File: src/rtl/if_fetch_stage.sv
// Instruction-fetch front end: fetch-slot pacing, PC / next-PC selection,
// stall hold, redirect capture and squash, and the IF/ID pipeline register.
module if_fetch_stage #(
  parameter int          PHASES   = 2,
  parameter logic [15:0] RESET_PC = 16'h0000,
  parameter logic [15:0] NOP_WORD = 16'h0800
) (
  input  logic        CLK,
  input  logic        RST,
  input  logic        stall,
  input  logic        redirect,
  input  logic [15:0] redirect_target,
  input  logic [15:0] imem_instr,
  output logic [15:0] imem_address,
  output logic        slot_tick,
  output logic [15:0] ifid_instr,
  output logic [15:0] ifid_pc_plus1,
  output logic        ifid_valid
);
  localparam int            PW         = (PHASES > 2) ? $clog2(PHASES) : 1;
  localparam logic [PW-1:0] LAST_PHASE = PW'(PHASES - 1);

  logic [PW-1:0] phase_q, phase_d;
  logic [15:0]   pc_q, pc_d;
  logic [15:0]   fl_pc_q, fl_pc_d;
  logic          fl_valid_q, fl_valid_d;
  logic          redir_pend_q, redir_pend_d;
  logic [15:0]   redir_pc_q, redir_pc_d;
  logic [15:0]   ifid_instr_q, ifid_instr_d;
  logic [15:0]   ifid_pp1_q, ifid_pp1_d;
  logic          ifid_valid_q, ifid_valid_d;

  logic          boundary;
  logic          redir_eff;
  logic [15:0]   redir_tgt;

  assign boundary  = (phase_q == LAST_PHASE);
  assign redir_eff = redirect | redir_pend_q;
  // a request in the boundary cycle is the latest one, so it beats a pending target
  assign redir_tgt = redirect ? redirect_target : redir_pc_q;

  always_comb begin
    phase_d      = boundary ? '0 : phase_q + 1'b1;
    pc_d         = pc_q;
    fl_pc_d      = fl_pc_q;
    fl_valid_d   = fl_valid_q;
    ifid_instr_d = ifid_instr_q;
    ifid_pp1_d   = ifid_pp1_q;
    ifid_valid_d = ifid_valid_q;
    redir_pc_d   = redirect ? redirect_target : redir_pc_q;
    redir_pend_d = boundary ? 1'b0 : (redir_pend_q | redirect);

    if (boundary) begin
      if (redir_eff) begin
        pc_d         = redir_tgt;
        fl_valid_d   = 1'b0;
        ifid_instr_d = NOP_WORD;
        ifid_valid_d = 1'b0;
      end else if (!stall) begin
        // the word on imem_instr belongs to the address tagged in fl_pc
        ifid_instr_d = fl_valid_q ? imem_instr : NOP_WORD;
        ifid_pp1_d   = fl_pc_q + 16'd1;
        ifid_valid_d = fl_valid_q;
        fl_pc_d      = pc_q;
        fl_valid_d   = 1'b1;
        pc_d         = pc_q + 16'd1;
      end
    end
  end

  always_ff @(posedge CLK or posedge RST) begin
    if (RST) begin
      phase_q      <= '0;
      pc_q         <= RESET_PC;
      fl_pc_q      <= 16'h0000;
      fl_valid_q   <= 1'b0;
      redir_pend_q <= 1'b0;
      redir_pc_q   <= 16'h0000;
      ifid_instr_q <= NOP_WORD;
      ifid_pp1_q   <= 16'h0000;
      ifid_valid_q <= 1'b0;
    end else begin
      phase_q      <= phase_d;
      pc_q         <= pc_d;
      fl_pc_q      <= fl_pc_d;
      fl_valid_q   <= fl_valid_d;
      redir_pend_q <= redir_pend_d;
      redir_pc_q   <= redir_pc_d;
      ifid_instr_q <= ifid_instr_d;
      ifid_pp1_q   <= ifid_pp1_d;
      ifid_valid_q <= ifid_valid_d;
    end
  end

  assign imem_address  = pc_q;
  assign slot_tick     = boundary;
  assign ifid_instr    = ifid_instr_q;
  assign ifid_pc_plus1 = ifid_pp1_q;
  assign ifid_valid    = ifid_valid_q;

endmodule
File: config.mk
export PLATFORM = sky130hd
export DESIGN_NAME = if_fetch_stage
export DESIGN_NICKNAME = d
export VERILOG_FILES = /design/src/rtl/if_fetch_stage.sv
export SDC_FILE = /design/constraint.sdc
export NUM_CORES = 1
export LEC_CHECK = 0
export CORE_MARGIN = 2
export CORE_UTILIZATION = 50
export DETAILED_ROUTE_END_ITERATION = 10
export PLACE_DENSITY_LB_ADDON = 0.05
export SKIP_LAST_GASP = 1
export SLEW_MARGIN = 10
export SYNTH_ARGS = -nofsm -noshare
export SYNTH_HDL_FRONTEND = slang
export SYNTH_SLANG_ARGS = --single-unit
File: constraint.sdc
create_clock -name CLK -period 5 [get_ports CLK]
set_clock_uncertainty 0.1 [all_clocks]
set_input_delay 0.5 -clock CLK [delete_from_list [all_inputs] [get_ports CLK]]
set_output_delay 0.5 -clock CLK [all_outputs]
set_load 0.05 [all_outputs]
## Word-level counts from Yosys, hierarchy flattened

Index checks and enable logic that the tools add are counted.

- Register bits after elaboration: 84
- Bits in latches: 0
- Bits in writable memories: 0
- Memory bits (read-only): 0
- Input bits: 36
- Output and inout port bits: 50
- Logic and storage cells: 30
- Memories: 0

- Add/subtract/negate cells: 3
- Multiply operators: 0
- Div/mod/pow operators: 0
- Order comparisons: 0
- Equal/unequal tests: 1
- Shifts and indexed selects: 0
- Muxes and demuxes: 12
- Bitwise logic cells: 3
- Reductions and logical operators: 2

Operators by type and width:

| kind | number |
|---|---|
| $mux 16 | 6 |
| $add 16x1->16 const B | 2 |
| $mux 1 | 6 |
| $reduce_and 3->1 | 1 |
| $ne 2x1->1 const B | 1 |
| $not 1->1 | 2 |
| $reduce_and 2->1 | 1 |
| $add 1x1->1 const B | 1 |
| $or 1x1->1 | 1 |

## Longest topological paths before layout

- Word-level depth: 3
- Depth in mapped cells: 8
- Mapped depth without buffers: 6

## Worst setup path after synthesis

Ideal clock, no wire load.

- Path kind: register to register
- Start point: reg pc_q[0] (netlist: imem_address[0])
- End point: reg pc_q[10] (netlist: imem_address[10])
- Library setup time: 0.099 ns
- Arrival time: 1.864 ns
- Required time: 4.801 ns
- Setup slack: 2.937 ns
- Stages on the path, launching flop included: 7
- Path buffers: 0
- Period minus slack after synthesis: 2.063 ns
- Cells stage by stage: dfrtp_1 > ha_1 > and4_1 > nand4_1 > nor2_1 > nor3_1 > a311oi_1

- Cells in the longest elaborated chain, start to end: 3

Ends and longest elaborated chain:

| item | RTL line | RTL |
|---|---|---|
| start: declaration | 24 | `logic [15:0] pc_q, pc_d;` |
| start signal: assignment | 84 | `pc_q <= pc_d;` |
| $add 16x1->16 | 66 | `pc_d = pc_q + 16'd1;` |
| $mux 16 | 59 | `end else if (!stall) begin` |
| $mux 16 | 54 | `if (redir_eff) begin` |

No other way between the ends. The select of a mux whose other input is x is not followed.
A chain may end at the register's enable or synchronous reset.

## Worst setup path in the final report

- Start point: in redirect
- End point: reg fl_pc_q[13]

- Cells in the longest elaborated chain, start to end: 3

Ends and longest elaborated chain:

| item | RTL line | RTL |
|---|---|---|
| start: declaration | 11 | `input logic redirect,` |
| $or 1x1->1 | 38 | `assign redir_eff = redirect \| redir_pend_q;` |
| $not 1->1 (no line) | - |  |
| $reduce_and 3->1 (no line) | - |  |
| end signal: assignment | 85 | `fl_pc_q <= fl_pc_d;` |
| end: declaration | 25 | `logic [15:0] fl_pc_q, fl_pc_d;` |

No other way between the ends.

==> impl_metrics.csv <==
group,metric,value,unit
timing,rsz0062_at_grt,"no",
place,dp_hpwl,5710,um
global_routing,met2_usage,32.9,%
critical_path,critical_path.cell_chain,"clkdlybuf4s50_1 > buf_4 > nor2_4 > a21oi_2 > nand2_1 > buf_4 > nand2_1 > o21ai_0",
timing,slew_viol_final,0,
die,placeableCoreArea,0.00721,mm^2
final_layout,drive_above_1_share,9.60,%
routing,drt_pass1_iterations,4,
routing,drtIter0Drc,155,
yosys,avgSynthCellArea,10.2,um^2
routing,wl_per_cell,14.8,um
cts,h-tree-depth,3,
timing,hold_viol_final,0,
critical_path,crit_arrival,3060,ps
die,start_util,51.6,%
critical_path,reg2reg_depth,6,
global_routing,use_met3,4.01,%
global_routing,gr-max-usage-layer,"met2",
final_layout,final_common_cell,"clkdlybuf4s50_1",
timing,period_minus_slack,2940,ps
place,io_buffers,85,
critical_path,reg2reg_to,"fl_pc_q[13]",
final_layout,fin_cells,547,
power,finalPower,1.82,mW
routing,dr_total_vias,2881,
timing,hold_slack,377,ps
critical_path,r2r-start,"slot_tick",
routing,viasPerCell,5.27,
job,drv_cap,0,
timing,fin_crit_sh,58.8,%
critical_path,r2r_slack,2490,ps
yosys,synth_nets,402,
die,row_count,31,
yosys,synth-seq-cells,84,
place,dp_cells,532,
hold_path,min_path_type,"reg -> reg",
yosys,ys.warnings.count,0,
place,gp_congestion,0.904,
global_routing,grt_pass1_vias,2947,
critical_path,cp_data_required_time,5120,ps
yosys,syn_area,0.00372,mm^2
die,dieArea,0.00815,mm^2
timing,final.setup.tns,0,ps
timing,setup_viol,0,
final_layout,fin_area,0.00480,mm^2
critical_path,worstSetupEndpoint,"fl_pc_q[13]",
cts,cts_buffers,9,
yosys,synthCells,364,
power,p_leak,2.06,nW
global_routing,grt_use_total,21.3,%
die,ios,86,
cts,worstSkewPairLatency,340,ps
critical_path,crit_type,"in -> reg",
cts,cts_resized,0,
critical_path,worst_setup_path_start_kind,"primary input",
critical_path,worstSetupStartpoint,"redirect",
run_status,outcome,"finished clean",
final_layout,final_nets,482,
global_routing,antenna_found_initial,0,
global_routing,grt_max_degree,50,
cts,ctsRootBufferMaster,"clkbuf_8",
power,power.density,379,mW/mm^2
global_routing,grt_pass1_wl,14000,um
die,dieWidth,90.3,um
timing,fmax,340,MHz
routing,detail-route-antenna-nets,0,
critical_path,critical_path.max_stage_delay,590,ps
cts,clk_path_buf_depth,2,
cts,cts.clk_slew.worst_paths,80,ps
power,vdd_drop_max,0.219,mV
yosys,synth-seq-area-share,56.5,%
critical_path,slowest_stage,"nand2_1",
global_routing,grt-ovfl-total,0,
critical_path,endpoint_kind,"register",
place,post_dp_cell_area,0.00461,mm^2
critical_path,cp_max_fo,27,
final_layout,final_cell_mix,"clkdlybuf4s50_1, dfrtp_1, nand2_1",
yosys,ys_types,42,
final_layout,n_antenna_cell,0,
final_layout,synthToLayoutAreaGrowth,28.9,%
cts,postCtsSetupBuffers,0,
timing,slew_headroom,43.9,%
routing,drc,0,
die,die_h,90.3,um
cts,cts_tree,"done",
routing,wl,8090,um
cts,numClockSinks,84,
cts,hold_buffers,0,
timing,tightestPinTransition,841,ps
global_routing,met1_usage,29.7,%
-- routing by layer --
metal | up-vias | wire, um
li1 | 1420 | -
met1 | 1388 | 3820
met2 | 62 | 3870
met3 | 11 | 292
met4 | 0 | 112
met5 | - | 0
-- power breakdown --
part	switching [mW]	total [mW]	internal [mW]
logic	0.312	0.497	0.185
clock network	0.232	0.461	0.229
registers	0.0892	0.858	0.769
total	0.633	1.82	1.18
-- cells by family (layout without fill, tap and decap cells) --
group           after synthesis  after routing  share of synthesized area [%]
buf+inv                      30            114                           4.14
simple gates                137            137                           16.0
compound gates               79             79                           14.0
mux                          18             18                           5.38
xor+xnor                     14             14                           3.30
flops                        84             84                           56.5
fa+ha+maj                     2              2                          0.672
-- through the flow --
stage	worst slack (ps)	utilization, %
3_5_place_dp	1710	64.0
4_1_cts	2070	66.5
3_3_place_gp	1760	64.0
6_report	2060	66.5
2_1_floorplan	2240	-
5_1_grt	1730	66.5
-- cell usage after synthesis --
| master | count | area share, % |
|---|---|---|
| o21bai_1 | 2 | 0.40 |
| or2_1 | 1 | 0.17 |
| a21o_1 | 2 | 0.40 |
| o22ai_1 | 3 | 0.50 |
| nor2_2 | 1 | 0.17 |
| xnor2_1 | 6 | 1.4 |
| clkbuf_1 | 7 | 0.71 |
| mux2i_1 | 2 | 0.54 |
| mux2_2 | 16 | 4.8 |
| a22o_1 | 15 | 3.5 |
| nor2_4 | 1 | 0.30 |
| dfstp_2 | 1 | 0.71 |
| a32oi_1 | 1 | 0.24 |
| nand2_1 | 78 | 7.9 |
| o22a_1 | 1 | 0.24 |
| and3_1 | 1 | 0.17 |
| a21oi_1 | 16 | 2.2 |
| and4_1 | 1 | 0.24 |
| a211oi_1 | 1 | 0.20 |
| inv_2 | 1 | 0.10 |
| and3_2 | 1 | 0.20 |
| nand3_1 | 12 | 1.6 |
| a2bb2oi_1 | 2 | 0.47 |
| buf_2 | 9 | 1.2 |
| dfrtp_1 | 83 | 56 |
| a21oi_2 | 1 | 0.24 |
| nor2_1 | 19 | 1.9 |
| a21boi_0 | 1 | 0.20 |
| a211oi_2 | 1 | 0.34 |
| a22oi_1 | 2 | 0.40 |
| o311ai_0 | 1 | 0.24 |
| ha_1 | 2 | 0.67 |
| a311oi_1 | 1 | 0.24 |
| xor2_1 | 8 | 1.9 |
| buf_6 | 3 | 0.91 |
| nand4_1 | 11 | 1.8 |
| nor3_1 | 10 | 1.3 |
| o21ai_4 | 1 | 0.44 |
| o21ai_0 | 28 | 3.8 |
| nor4_1 | 1 | 0.17 |
| buf_4 | 2 | 0.40 |
| inv_1 | 8 | 0.81 |
-- registers in the layout, indices dropped and copies added (netlist names) --
| register | count |
|---|---|
| redir_pend_q | 1 |
| slot_tick | 1 |
| fl_valid_q | 1 |
| ifid_instr | 16 |
| fl_pc_q | 16 |
| imem_address | 16 |
| ifid_valid | 1 |
| redir_pc_q | 16 |
| ifid_pc_plus1 | 16 |
-- area by class of cell --
class	instances	area (um^2)
Clock buffer	11	131
Clock inverter	4	51.3
Fill cell	610	2420
Inverter	9	35.0
Multi-Input combinational cell	250	1460
Sequential cell	84	2100
Tap cell	99	124
Timing Repair Buffer	90	888
-- worst min path at each step --
stage | cells past startpoint | start | endpoint | slack, ps
3_5_place_dp | 2 | ifid_pc_plus1[15] | ifid_pc_plus1[15] | 370
4_1_cts | 2 | ifid_pc_plus1[8] | ifid_pc_plus1[8] | 390
2_1_floorplan | 2 | fl_valid_q | fl_valid_q | 340
3_3_place_gp | 1 | ifid_valid | ifid_valid | 360
5_1_grt | 2 | ifid_pc_plus1[10] | ifid_pc_plus1[10] | 420
6_report | 2 | ifid_pc_plus1[15] | ifid_pc_plus1[15] | 380
-- critical path, delay by kind of cell --
family | cells | cell delay [ps]
buf+inv | 3 | 1120
compound gates | 2 | 580
simple gates | 3 | 860
Note: power is estimated with default switching activity, not from simulation.
